<file path="src/rtl/branch_resolution_unit_pkg.sv">
// Shared constants for the branch resolution unit: funct3 branch encodings
// and the predictor counter reset value.
package branch_resolution_unit_pkg;

  localparam logic [2:0] F3_BEQ  = 3'b000;
  localparam logic [2:0] F3_BNE  = 3'b001;
  localparam logic [2:0] F3_BLT  = 3'b100;
  localparam logic [2:0] F3_BGE  = 3'b101;
  localparam logic [2:0] F3_BLTU = 3'b110;
  localparam logic [2:0] F3_BGEU = 3'b111;

  localparam int unsigned MAX_CTR_BITS = 4;

  // Weakly-not-taken is the value just below the taken threshold: 2^(n-1)-1.
  function automatic logic [MAX_CTR_BITS-1:0] weakly_not_taken(input int unsigned ctr_bits);
    return (4'd1 << (ctr_bits - 32'd1)) - 4'd1;
  endfunction

endpackage

</file>
<file path="src/rtl/branch_outcome_decode.sv">
// Decodes the actual branch outcome from funct3 and the ALU zero flag;
// funct3 codes 010/011 are not branches and are flagged illegal.
module branch_outcome_decode
  import branch_resolution_unit_pkg::*;
(
  input  logic [2:0] funct3,
  input  logic       result_equal_zero,
  output logic       taken,
  output logic       illegal
);

  // Outcome decode: the ALU zero flag means "condition false" for EQ/LT/LTU.
  always_comb begin
    taken   = 1'b0;
    illegal = 1'b0;
    case (funct3)
      F3_BEQ, F3_BLT, F3_BLTU: taken = ~result_equal_zero;
      F3_BNE, F3_BGE, F3_BGEU: taken = result_equal_zero;
      default:                 illegal = 1'b1;
    endcase
  end

endmodule

</file>
<file path="src/rtl/branch_resolution_unit.sv">
// Branch resolution with a bimodal saturating-counter predictor table and
// saturating resolve/mispredict statistics; all outputs are registered.
module branch_resolution_unit
  import branch_resolution_unit_pkg::*;
#(
  parameter int XLEN        = 32,
  parameter int BHT_ENTRIES = 64,
  parameter int CTR_BITS    = 2,
  parameter int STAT_BITS   = 32
) (
  input  logic                 clock,
  input  logic                 reset,
  input  logic                 predict_valid,
  input  logic [XLEN-1:0]      predict_pc,
  output logic                 predict_taken,
  output logic                 predict_ready,
  input  logic                 resolve_valid,
  input  logic [XLEN-1:0]      resolve_pc,
  input  logic [2:0]           inst_funct3,
  input  logic                 result_equal_zero,
  input  logic                 resolve_pred_taken,
  output logic                 take_branch,
  output logic                 mispredict,
  output logic                 illegal_branch,
  output logic                 resolve_done,
  output logic [STAT_BITS-1:0] branch_count,
  output logic [STAT_BITS-1:0] mispredict_count
);

  localparam int IDX_BITS = $clog2(BHT_ENTRIES);
  localparam logic [MAX_CTR_BITS-1:0] WNT_FULL = weakly_not_taken(CTR_BITS);
  localparam logic [CTR_BITS-1:0]  CTR_WNT   = WNT_FULL[CTR_BITS-1:0];
  localparam logic [CTR_BITS-1:0]  CTR_MAX   = {CTR_BITS{1'b1}};
  localparam logic [CTR_BITS-1:0]  CTR_ZERO  = {CTR_BITS{1'b0}};
  localparam logic [CTR_BITS-1:0]  CTR_ONE   = CTR_BITS'(1'b1);
  localparam logic [STAT_BITS-1:0] STAT_MAX  = {STAT_BITS{1'b1}};
  localparam logic [STAT_BITS-1:0] STAT_ZERO = {STAT_BITS{1'b0}};
  localparam logic [STAT_BITS-1:0] STAT_ONE  = STAT_BITS'(1'b1);

  logic [CTR_BITS-1:0]  bht_r [BHT_ENTRIES];
  logic [IDX_BITS-1:0]  pred_idx_s;
  logic [IDX_BITS-1:0]  res_idx_s;
  logic                 taken_s;
  logic                 illegal_s;
  logic                 res_legal_s;
  logic [CTR_BITS-1:0]  ctr_old_s;
  logic [CTR_BITS-1:0]  ctr_next_s;
  logic                 predict_taken_r;
  logic                 predict_ready_r;
  logic                 take_branch_r;
  logic                 mispredict_r;
  logic                 illegal_r;
  logic                 resolve_done_r;
  logic [STAT_BITS-1:0] branch_count_r;
  logic [STAT_BITS-1:0] mispredict_count_r;
  logic                 unused_pc_bits_s;

  // Word-aligned PCs: bits [1:0] never select an entry.
  assign pred_idx_s       = predict_pc[IDX_BITS+1:2];
  assign res_idx_s        = resolve_pc[IDX_BITS+1:2];
  assign unused_pc_bits_s = ^{predict_pc, resolve_pc};

  branch_outcome_decode u_decode (
    .funct3            (inst_funct3),
    .result_equal_zero (result_equal_zero),
    .taken             (taken_s),
    .illegal           (illegal_s)
  );

  assign res_legal_s = resolve_valid & ~illegal_s;
  assign ctr_old_s   = bht_r[res_idx_s];

  // Saturating counter step toward the resolved direction.
  always_comb begin
    ctr_next_s = ctr_old_s;
    if (taken_s) begin
      if (ctr_old_s != CTR_MAX) ctr_next_s = ctr_old_s + CTR_ONE;
      else                      ctr_next_s = ctr_old_s;
    end else begin
      if (ctr_old_s != CTR_ZERO) ctr_next_s = ctr_old_s - CTR_ONE;
      else                       ctr_next_s = ctr_old_s;
    end
  end

  // Predictor table: reset to weakly-not-taken, trained by legal resolves.
  always_ff @(posedge clock) begin
    if (reset) begin
      for (int i = 0; i < BHT_ENTRIES; i++) bht_r[i] <= CTR_WNT;
    end else if (res_legal_s) begin
      bht_r[res_idx_s] <= ctr_next_s;
    end
  end

  // Output registers; the lookup samples the table before this edge's update.
  always_ff @(posedge clock) begin
    if (reset) begin
      predict_ready_r <= 1'b0;
      predict_taken_r <= 1'b0;
      resolve_done_r  <= 1'b0;
      take_branch_r   <= 1'b0;
      mispredict_r    <= 1'b0;
      illegal_r       <= 1'b0;
    end else begin
      predict_ready_r <= predict_valid;
      predict_taken_r <= predict_valid & bht_r[pred_idx_s][CTR_BITS-1];
      resolve_done_r  <= resolve_valid;
      take_branch_r   <= res_legal_s & taken_s;
      mispredict_r    <= res_legal_s & (taken_s ^ resolve_pred_taken);
      illegal_r       <= resolve_valid & illegal_s;
    end
  end

  // Statistics counters, saturating at all-ones.
  always_ff @(posedge clock) begin
    if (reset) begin
      branch_count_r     <= STAT_ZERO;
      mispredict_count_r <= STAT_ZERO;
    end else begin
      if (res_legal_s && branch_count_r != STAT_MAX)
        branch_count_r <= branch_count_r + STAT_ONE;
      if (res_legal_s && (taken_s ^ resolve_pred_taken) && mispredict_count_r != STAT_MAX)
        mispredict_count_r <= mispredict_count_r + STAT_ONE;
    end
  end

  assign predict_taken    = predict_taken_r;
  assign predict_ready    = predict_ready_r;
  assign take_branch      = take_branch_r;
  assign mispredict       = mispredict_r;
  assign illegal_branch   = illegal_r;
  assign resolve_done     = resolve_done_r;
  assign branch_count     = branch_count_r;
  assign mispredict_count = mispredict_count_r;

endmodule

</file>
<file path="config.mk">
export PLATFORM = sky130hd
export DESIGN_NAME = branch_resolution_unit
export DESIGN_NICKNAME = d
export VERILOG_FILES = /design/src/rtl/branch_resolution_unit_pkg.sv /design/src/rtl/branch_outcome_decode.sv /design/src/rtl/branch_resolution_unit.sv
export SDC_FILE = /design/constraint.sdc
export NUM_CORES = 1
export LEC_CHECK = 0
export ABC_AREA = 0
export CAP_MARGIN = 20
export CORE_MARGIN = 1
export CORE_UTILIZATION = 50
export CTS_CLUSTER_SIZE = 16
export DETAILED_ROUTE_END_ITERATION = 10
export PLACE_DENSITY = 0.71
export SYNTH_ARGS = -nofsm -noshare
export SYNTH_HDL_FRONTEND = slang
export SYNTH_SLANG_ARGS = --single-unit
</file>
<file path="constraint.sdc">
create_clock -name clock -period 4.31 [get_ports clock]
set_input_delay 1.0775 -clock clock [delete_from_list [all_inputs] [get_ports clock]]
set_output_delay 1.0775 -clock clock [all_outputs]
set_load 0.02 [all_outputs]
</file>
==> results of run 1 <==
-- area by class of cell --
cell class	instances	area, um2
Sequential cell	198	5245
Inverter	9	33.78
Timing Repair Buffer	150	1419
Tap cell	265	331.6
Clock inverter	10	108.9
Multi-Input combinational cell	704	4558
Fill cell	1593	7525
Clock buffer	22	496.7
-- tightest hold or removal path, stage by stage (launching register included) --
cell and delay, ns:
sky130_fd_sc_hd__dfxtp_1 0.33, sky130_fd_sc_hd__o21ai_0 0.09, sky130_fd_sc_hd__a21oi_1 0.06
-- cell families (layout without fill, tap and decap cells) --
logic type | after synthesis | in the layout | share of synthesized area, %
buf+inv | 83 | 191 | 3.995
flops | 198 | 198 | 51.37
xor+xnor | 59 | 59 | 5.208
fa+ha+maj | 4 | 4 | 0.4534
mux | 60 | 60 | 8.848
compound gates | 91 | 91 | 6.250
simple gates | 490 | 490 | 23.87
-- layout by cell type (no fill, tap or decap), types with 3 or more instances in the layout --
cell type	Yosys	routed
sky130_fd_sc_hd__o21ai_0	12	12
sky130_fd_sc_hd__clkinv_4	0	3
sky130_fd_sc_hd__nand2_1	98	98
sky130_fd_sc_hd__o21bai_1	4	4
sky130_fd_sc_hd__and2_1	9	9
sky130_fd_sc_hd__nor3_1	40	40
sky130_fd_sc_hd__a21boi_0	3	3
sky130_fd_sc_hd__xnor2_1	16	16
sky130_fd_sc_hd__buf_4	3	55
sky130_fd_sc_hd__xor2_1	42	42
sky130_fd_sc_hd__edfxtp_1	128	128
sky130_fd_sc_hd__buf_12	0	6
sky130_fd_sc_hd__nand4_1	24	24
sky130_fd_sc_hd__o31ai_1	3	3
sky130_fd_sc_hd__a21oi_1	17	17
sky130_fd_sc_hd__dfxtp_1	70	70
sky130_fd_sc_hd__a211oi_1	5	5
sky130_fd_sc_hd__o22a_1	4	4
sky130_fd_sc_hd__and4_1	11	11
sky130_fd_sc_hd__or2_2	29	29
sky130_fd_sc_hd__clkdlybuf4s50_1	0	88
sky130_fd_sc_hd__nor2b_1	4	4
sky130_fd_sc_hd__mux2i_1	34	34
sky130_fd_sc_hd__and3_1	15	15
sky130_fd_sc_hd__inv_1	9	9
sky130_fd_sc_hd__nor4_1	12	12
sky130_fd_sc_hd__nand3_1	58	58
sky130_fd_sc_hd__a221oi_1	11	11
sky130_fd_sc_hd__o22ai_1	9	9
sky130_fd_sc_hd__clkbuf_16	0	19
sky130_fd_sc_hd__or3b_2	8	8
sky130_fd_sc_hd__nand3b_1	4	4
sky130_fd_sc_hd__nor2_1	132	132
sky130_fd_sc_hd__or3_1	6	6
sky130_fd_sc_hd__a21o_1	8	8
sky130_fd_sc_hd__nand2b_1	31	31
sky130_fd_sc_hd__mux4_2	24	24
-- power groups by stage --
stage	Sequential [W]	Clock, W	Combinational (W)
after global routing	0.00207	0.00171	0.000514
final	0.00207	0.00163	0.000485
after CTS	0.00207	0.00164	0.000481
after detailed placement	0.00211	0	0.000479
after global placement	0.00211	0	0.000473
after floorplan	0.00211	0	0.000306
-- worst min-delay path by stage --
stage / from / endpoint
final: mispredict_count[11] / mispredict_count[11]
after global routing: branch_count[22] / branch_count[22]
after CTS: mispredict_count[11] / mispredict_count[11]
after floorplan: mispredict_count[11] / mispredict_count[11]
after global placement: mispredict_count[11] / mispredict_count[11]
after detailed placement: mispredict_count[11] / mispredict_count[11]
-- state kept, by name (all words and copies together) (netlist names) --
register and flops:
bht_r 128, branch_count 32, mispredict_count 32, illegal_branch 1, mispredict 1, predict_ready 1, predict_taken 1, resolve_done 1
take_branch 1
-- per-layer routing --
layer | global-route usage [%] | vias to the layer above | routed length (um)
li1 | - | 3744 | -
met1 | 34.34 | 3834 | 10830
met2 | 42.59 | 359 | 12230
met3 | 5.890 | 45 | 2525
met4 | 8.864 | 0 | 469
met5 | 0 | - | 0
-- metrics by stage --
step           area [um2]  cells  total power, W  setup slack [ns]  hold WS (ns)
2_1_floorplan       10210    985        0.002416            0.8218        0.5658
3_3_place_gp        11590   1326        0.002582            0.1488        0.4908
3_5_place_dp        11590   1326        0.002590            0.1008        0.5091
4_1_cts             12190   1358        0.004190            0.5477        0.5244
5_1_grt             12190   1358        0.004299            0.3681        0.5706
6_report            12190   1358        0.004182            0.5176        0.5273
==> out/summary.txt, run 1 <==
GLOBAL ROUTING
----------------------------------------------------------------------------------
Number of antenna violations at the first check in global routing                0
GR Overflow Total                                                                0
Global-route wire length before repair                                    40.97 mm
Vias in the first global route                                               7,643
Pin count of the biggest net entering global routing                            86
Total track usage                                                           26.13%

YOSYS
----------------------------------------------------------------------------------
Net count after synthesis                                                    1,060
Cells taking the most area after synthesis                            sky130_fd_sc_hd__edfxtp_1 38%, sky130_fd_sc_hd__dfxtp_1 14%, sky130_fd_sc_hd__mux4_2 5.3%, sky130_fd_sc_hd__nor2_1 4.9%, sky130_fd_sc_hd__nand2_1 3.6%
Area of the mapped netlist                                              10,210 um2
Count of synthesis-stage warnings from yosys                                     0
Most common library cells after synthesis                             132 x sky130_fd_sc_hd__nor2_1, 128 x sky130_fd_sc_hd__edfxtp_1, 98 x sky130_fd_sc_hd__nand2_1
EDFF count, synth                                                              128
Count of state elements after synthesis                                        198
Part of the Yosys area used for sequential elements                         51.37%
Most area-hungry cell type in the Yosys netlist                       sky130_fd_sc_hd__edfxtp_1
Most used standard cell by instance count after synthesis             sky130_fd_sc_hd__nor2_1
Post-synthesis async set-or-reset flop share                                    0%
Number of unique standard cell types used by synthesis                          60
Synth Flop Type                                                       sky130_fd_sc_hd__edfxtp_1
Synth top area share                                                        37.65%
Syn Area/Cell                                                            10.37 um2
Count of mapped cells out of synthesis                                         985

DETAILED ROUTING
----------------------------------------------------------------------------------
Number of DRC violations after detailed-routing iteration 0                    739
DRC violation count after routing                                                0
DRT antenna net count                                                            0
Average wire per cell in the routed design                                19.19 um
Router iterations before antenna repair                                          5
Routed wire length                                                        26.06 mm
Number of vias after detailed routing                                        7,982
Number of vias per cell                                                      5.878

CLOCK NETWORK
----------------------------------------------------------------------------------
Number of sinks handled by clock tree synthesis                                198
Clock transition at the registers of the reported paths                    0.07 ns
Clock tree from TritonCTS                                                     done
CTS buffer count                                                                17
Post-CTS Setup Bufs                                                              0
Resized Gates After CTS                                                          0
Longest Clk Path Bufs                                                            2
Depth of the CTS H-tree                                                          4
Clock root buffer master                                              sky130_fd_sc_hd__clkbuf_16
Worst-Skew Late Latency                                                    0.44 ns
# hold bufs at CTS                                                               0

TIMING
----------------------------------------------------------------------------------
Actual transition at the worst max-transition pin                        0.8710 ns
Relative max-transition margin                                              41.81%
Maximum operating frequency                                              263.7 MHz
Minimum clock period                                                      3.792 ns
Max Transition Viols Final                                                       0
Number of setup violations in the final report                                   0
Sum of negative setup slack                                                   0 ns
Layout Skew                                                            0.007607 ns
Share of the clock period used by the worst path after layout               87.99%
Number of hold violations in the final report                                    0
RSZ-0062 raised after global routing                                         false

POWER AND IR DROP
----------------------------------------------------------------------------------
Combinational share of power                                                 11.6%
Net switching power                                                     0.001047 W
Clock share of power                                                         39.0%
Cell Pwr Density                                                      343.0 nW/um2
Sequential cell fraction of total power                                      49.5%
Cell-internal power                                                     0.003135 W
Lkg Pwr                                                                   4.118 nW
Switching Share                                                             25.03%
Largest voltage drop on the vdd net                                       287.2 uV

DIE
----------------------------------------------------------------------------------
Core region area                                                        19,720 um2
Number of placement rows                                                        51
Chip width                                                                144.9 um
Die Ht                                                                    144.9 um
DIE AREA                                                                20,990 um2
Initial core utilization                                                    51.78%
Top Ports                                                                      143

SETUP PATH
----------------------------------------------------------------------------------
Data arrival, critical path                                                4.10 ns
Startpoint of the most critical setup path                            resolve_pc[3]
Most used cell, CP                                                    sky130_fd_sc_hd__buf_4
Critical path buffer and inverter count                                          4
Longest individual stage delay on the worst path                           0.51 ns
Last element of the critical path                                     bht_r[58][0]
R2R setup slack                                                            1.56 ns
Start of the worst register-to-register path                          bht_r[10][0]
Worst r2r dst                                                         bht_r[58][0]
Worst setup SP type                                                   primary input
Largest fanout on the critical path                                             28
Worst Reg-to-Reg Cells                                                           8
Critical path, cell by cell                                           clkdlybuf4s50_1 -> buf_12 -> nand2b_1 -> buf_4 -> o22ai_1 -> o31ai_1 -> o2111ai_1 -> or4_1 -> maj3_2 -> buf_4 -> nand3_1
Total stage count of the critical path                                          11
Required time worst endpoint                                               4.62 ns
Type of the worst setup path                                          primary input to flip-flop
Family of cells with the greatest summed delay on the critical path   buffers and inverters
Capturing element type of the critical path                              flip-flop
Standard cell with the maximum stage delay on the critical path       sky130_fd_sc_hd__clkdlybuf4s50_1

CELLS AND AREA
----------------------------------------------------------------------------------
Area Overhead vs Synth                                                      19.42%
Antenna cell count                                                               0
Post-layout net count                                                        1,155
Post-layout util                                                            61.84%
Fraction of final layout cells with drive strength greater than 1           14.64%

PLACED DESIGN
----------------------------------------------------------------------------------
Count of buffers inserted at the top-level ports                                90
Final weighted congestion in routability-driven placement                   0.8561
DP Wirelength                                                             17.61 mm

MIN PATH
----------------------------------------------------------------------------------
Hold WC Path Type                                                     flip-flop to flip-flop
Worst hold path stage count                                                      2

STATUS
----------------------------------------------------------------------------------
Status                                                                   completed

RUN
----------------------------------------------------------------------------------
Max_cap viols                                                                    0

No activity file was read; power rests on OpenSTA's default activity.
==> run 2: changes to the inputs <==
- GPL_TIMING_DRIVEN: default -> 0
==> run 2 against run 1 <==
Effect of this change: sequential cell count is the same; worst setup slack lost 0.40 ns; clock-buffer cell count grew 2; highest routed layer unchanged; maximum frequency shrank 9.5%; sequential power is essentially flat; die area is the same; sequential share of layout area grew 0.50 points; global-route usage grew 4.2 points; design area shrank 1.1%; power grew 0.30%.
==> out/summary.txt, run 2 (synthesis results as in run 1) <==
CELLS AND AREA
--------------------------------------------------------------------------------
Area Overhead vs Synth                                                    18.05%
Filler cell count in the final layout                                      1,697
Antenna cell count                                                             0
Number of flip-flops in the largest register                                 128
Post-layout net count                                                      1,170
Fraction of final layout cells with drive strength greater than 1         11.91%
Commonest cells after routing, fill and taps aside                  130 x sky130_fd_sc_hd__nor2_1, 128 x sky130_fd_sc_hd__edfxtp_1, 98 x sky130_fd_sc_hd__nand2_1
Most common cell after layout, fill and taps aside                  sky130_fd_sc_hd__nor2_1
Most flops, register                                                       bht_r
Post-layout util                                                          61.13%

TIMING
--------------------------------------------------------------------------------
Layout Skew                                                          0.009304 ns
Number of setup violations in the final report                                 0
Setup slack of the critical path after layout                          0.1192 ns
RSZ-0062 raised after global routing                                       false
Maximum operating frequency                                            238.6 MHz
Number of hold violations in the final report                                  0
Actual transition at the worst max-transition pin                      0.8238 ns
Worst hold slack                                                       0.5354 ns
Max Transition Viols Final                                                     0
Share of the clock period used by the worst path after layout             97.23%
Minimum clock period                                                    4.191 ns
Relative max-transition margin                                            44.96%
Sum of negative setup slack                                                 0 ns

CLOCK NETWORK
--------------------------------------------------------------------------------
Worst-Skew Late Latency                                                  0.45 ns
Clock tree from TritonCTS                                                   done
Clock root buffer master                                            sky130_fd_sc_hd__clkbuf_16
Clock transition at the registers of the reported paths                  0.07 ns
Post-CTS Setup Bufs                                                            0
Longest Clk Path Bufs                                                          2
Depth of the CTS H-tree                                                        4
CTS buffer count                                                              17
Number of sinks handled by clock tree synthesis                              198

SETUP PATH
--------------------------------------------------------------------------------
Type of the worst setup path                                        primary input to flip-flop
R2R setup slack                                                          1.38 ns
Data arrival, critical path                                              4.35 ns
Worst setup SP type                                                 primary input
Required time worst endpoint                                             4.47 ns
Capturing element type of the critical path                            flip-flop
Largest fanout on the critical path                                           10

GLOBAL ROUTING
--------------------------------------------------------------------------------
Total track usage                                                         30.37%
GR Overflow Total                                                              0
Vias in the first global route                                             8,145
Number of antenna violations at the first check in global routing              0
Global-route wire length before repair                                  46.09 mm
Pin count of the biggest net entering global routing                          17

PLACED DESIGN
--------------------------------------------------------------------------------
Final weighted congestion in routability-driven placement                 0.9852
Dpl ws                                                                -0.4953 ns
DP Wirelength                                                           22.08 mm
Count of buffers inserted at the top-level ports                              88

DIE
--------------------------------------------------------------------------------
Core region area                                                      19,720 um2
DIE AREA                                                              20,990 um2
Die Ht                                                                  144.9 um
Top Ports                                                                    143
Chip width                                                              144.9 um
Initial core utilization                                                  51.78%
Number of placement rows                                                      51

MIN PATH
--------------------------------------------------------------------------------
Hold WC Path Type                                                   flip-flop to flip-flop

DETAILED ROUTING
--------------------------------------------------------------------------------
DRT antenna net count                                                          0
Number of DRC violations after detailed-routing iteration 0                  837
Routed wire length                                                      30.08 mm
Number of vias per cell                                                    6.044
Router iterations before antenna repair                                        7
DRC violation count after routing                                              0
Number of vias after detailed routing                                      8,299
Average wire per cell in the routed design                              21.91 um

POWER AND IR DROP
--------------------------------------------------------------------------------
Clock share of power                                                       38.7%
Switching Share                                                           25.62%
Largest voltage drop on the vdd net                                     240.4 uV
Cell-internal power                                                   0.003120 W
Combinational share of power                                               11.8%
Net switching power                                                   0.001075 W
Lkg Pwr                                                                 3.997 nW
Sequential cell fraction of total power                                    49.5%
Cell Pwr Density                                                    348.0 nW/um2

STATUS
--------------------------------------------------------------------------------
Status                                                                 completed

RUN
--------------------------------------------------------------------------------
Max_cap viols                                                                  0

==> run 2: cell types whose count changed in the layout (fill, tap and decap cells not counted), moves of 2 or more <==
cell | before | now
sky130_fd_sc_hd__inv_8 | 2 | 0
sky130_fd_sc_hd__clkbuf_8 | 1 | 3
sky130_fd_sc_hd__buf_1 | 0 | 4
sky130_fd_sc_hd__clkbuf_2 | 0 | 3
sky130_fd_sc_hd__clkbuf_1 | 2 | 42
sky130_fd_sc_hd__buf_12 | 6 | 0
sky130_fd_sc_hd__nor2_1 | 132 | 130
sky130_fd_sc_hd__buf_2 | 1 | 17
sky130_fd_sc_hd__clkinv_4 | 3 | 1
sky130_fd_sc_hd__nor2_2 | 0 | 2
sky130_fd_sc_hd__buf_4 | 55 | 3
sky130_fd_sc_hd__buf_6 | 0 | 9
==> run 2: repair_timing <==
action,4_1_cts,5_1_grt
endpoints found under the setup margin,10,128
resized for setup,1,6
hold buffers,0,0
==> run 2: cell type report <==
cell class | instances | area, um2 | area share (%)
Buffer | 74 | 377.9 | 3.135
Clock buffer | 24 | 545.5 | 4.526
Clock inverter | 8 | 55.05 | 0.4568
Inverter | 9 | 33.78 | 0.2803
Multi-Input combinational cell | 704 | 4568 | 37.90
Sequential cell | 198 | 5245 | 43.52
Tap cell | 265 | 331.6 | 2.751
Timing Repair Buffer | 91 | 895.9 | 7.433
==> run 2: routing by layer <==
layer	part of all wire, %	global-route usage, %	up-vias
li1	-	-	3776
met1	39	37.49	3967
met2	46	48.99	449
met3	9.5	6.779	107
met4	5.1	17.73	0
met5	0	0	-
==> run 2: worst paths after layout <==
path / start / endpoint / depth (start not counted)
worst min-delay path: branch_count[30] / branch_count[30] / 2
worst max-delay path: resolve_pc[4] / bht_r[57][1] / 8
worst min register to register: branch_count[30] / branch_count[30] / 2
worst max register to register: bht_r[10][0] / bht_r[24][0] / 9
==> run 2: power groups by stage <==
stage               clock network, W  logic [W]  registers, W
floorplan                          0   0.000306       0.00211
global placement                   0   0.000478       0.00212
detailed placement                 0   0.000484       0.00212
CTS                          0.00163   0.000486       0.00208
global route                 0.00169   0.000527       0.00208
finish                       0.00162   0.000496       0.00208
==> run 2: worst max-delay path, cell delays in order <==
cell	delay [ns]
sky130_fd_sc_hd__clkdlybuf4s50_1	0.53
sky130_fd_sc_hd__inv_1	0.34
sky130_fd_sc_hd__clkbuf_1	0.49
sky130_fd_sc_hd__nand3_1	0.33
sky130_fd_sc_hd__clkbuf_1	0.35
sky130_fd_sc_hd__nor2_2	0.43
sky130_fd_sc_hd__clkbuf_1	0.56
sky130_fd_sc_hd__a21o_1	0.23
==> run 2: through the flow <==
stage / std cells / area, um2 / total power, W
finish: 1373 / 12050 / 0.004194
global route: 1373 / 12050 / 0.004291
CTS: 1371 / 12030 / 0.004190
detailed placement: 1339 / 11430 / 0.002602
global placement: 1338 / 11420 / 0.002595
floorplan: 985 / 10210 / 0.002416
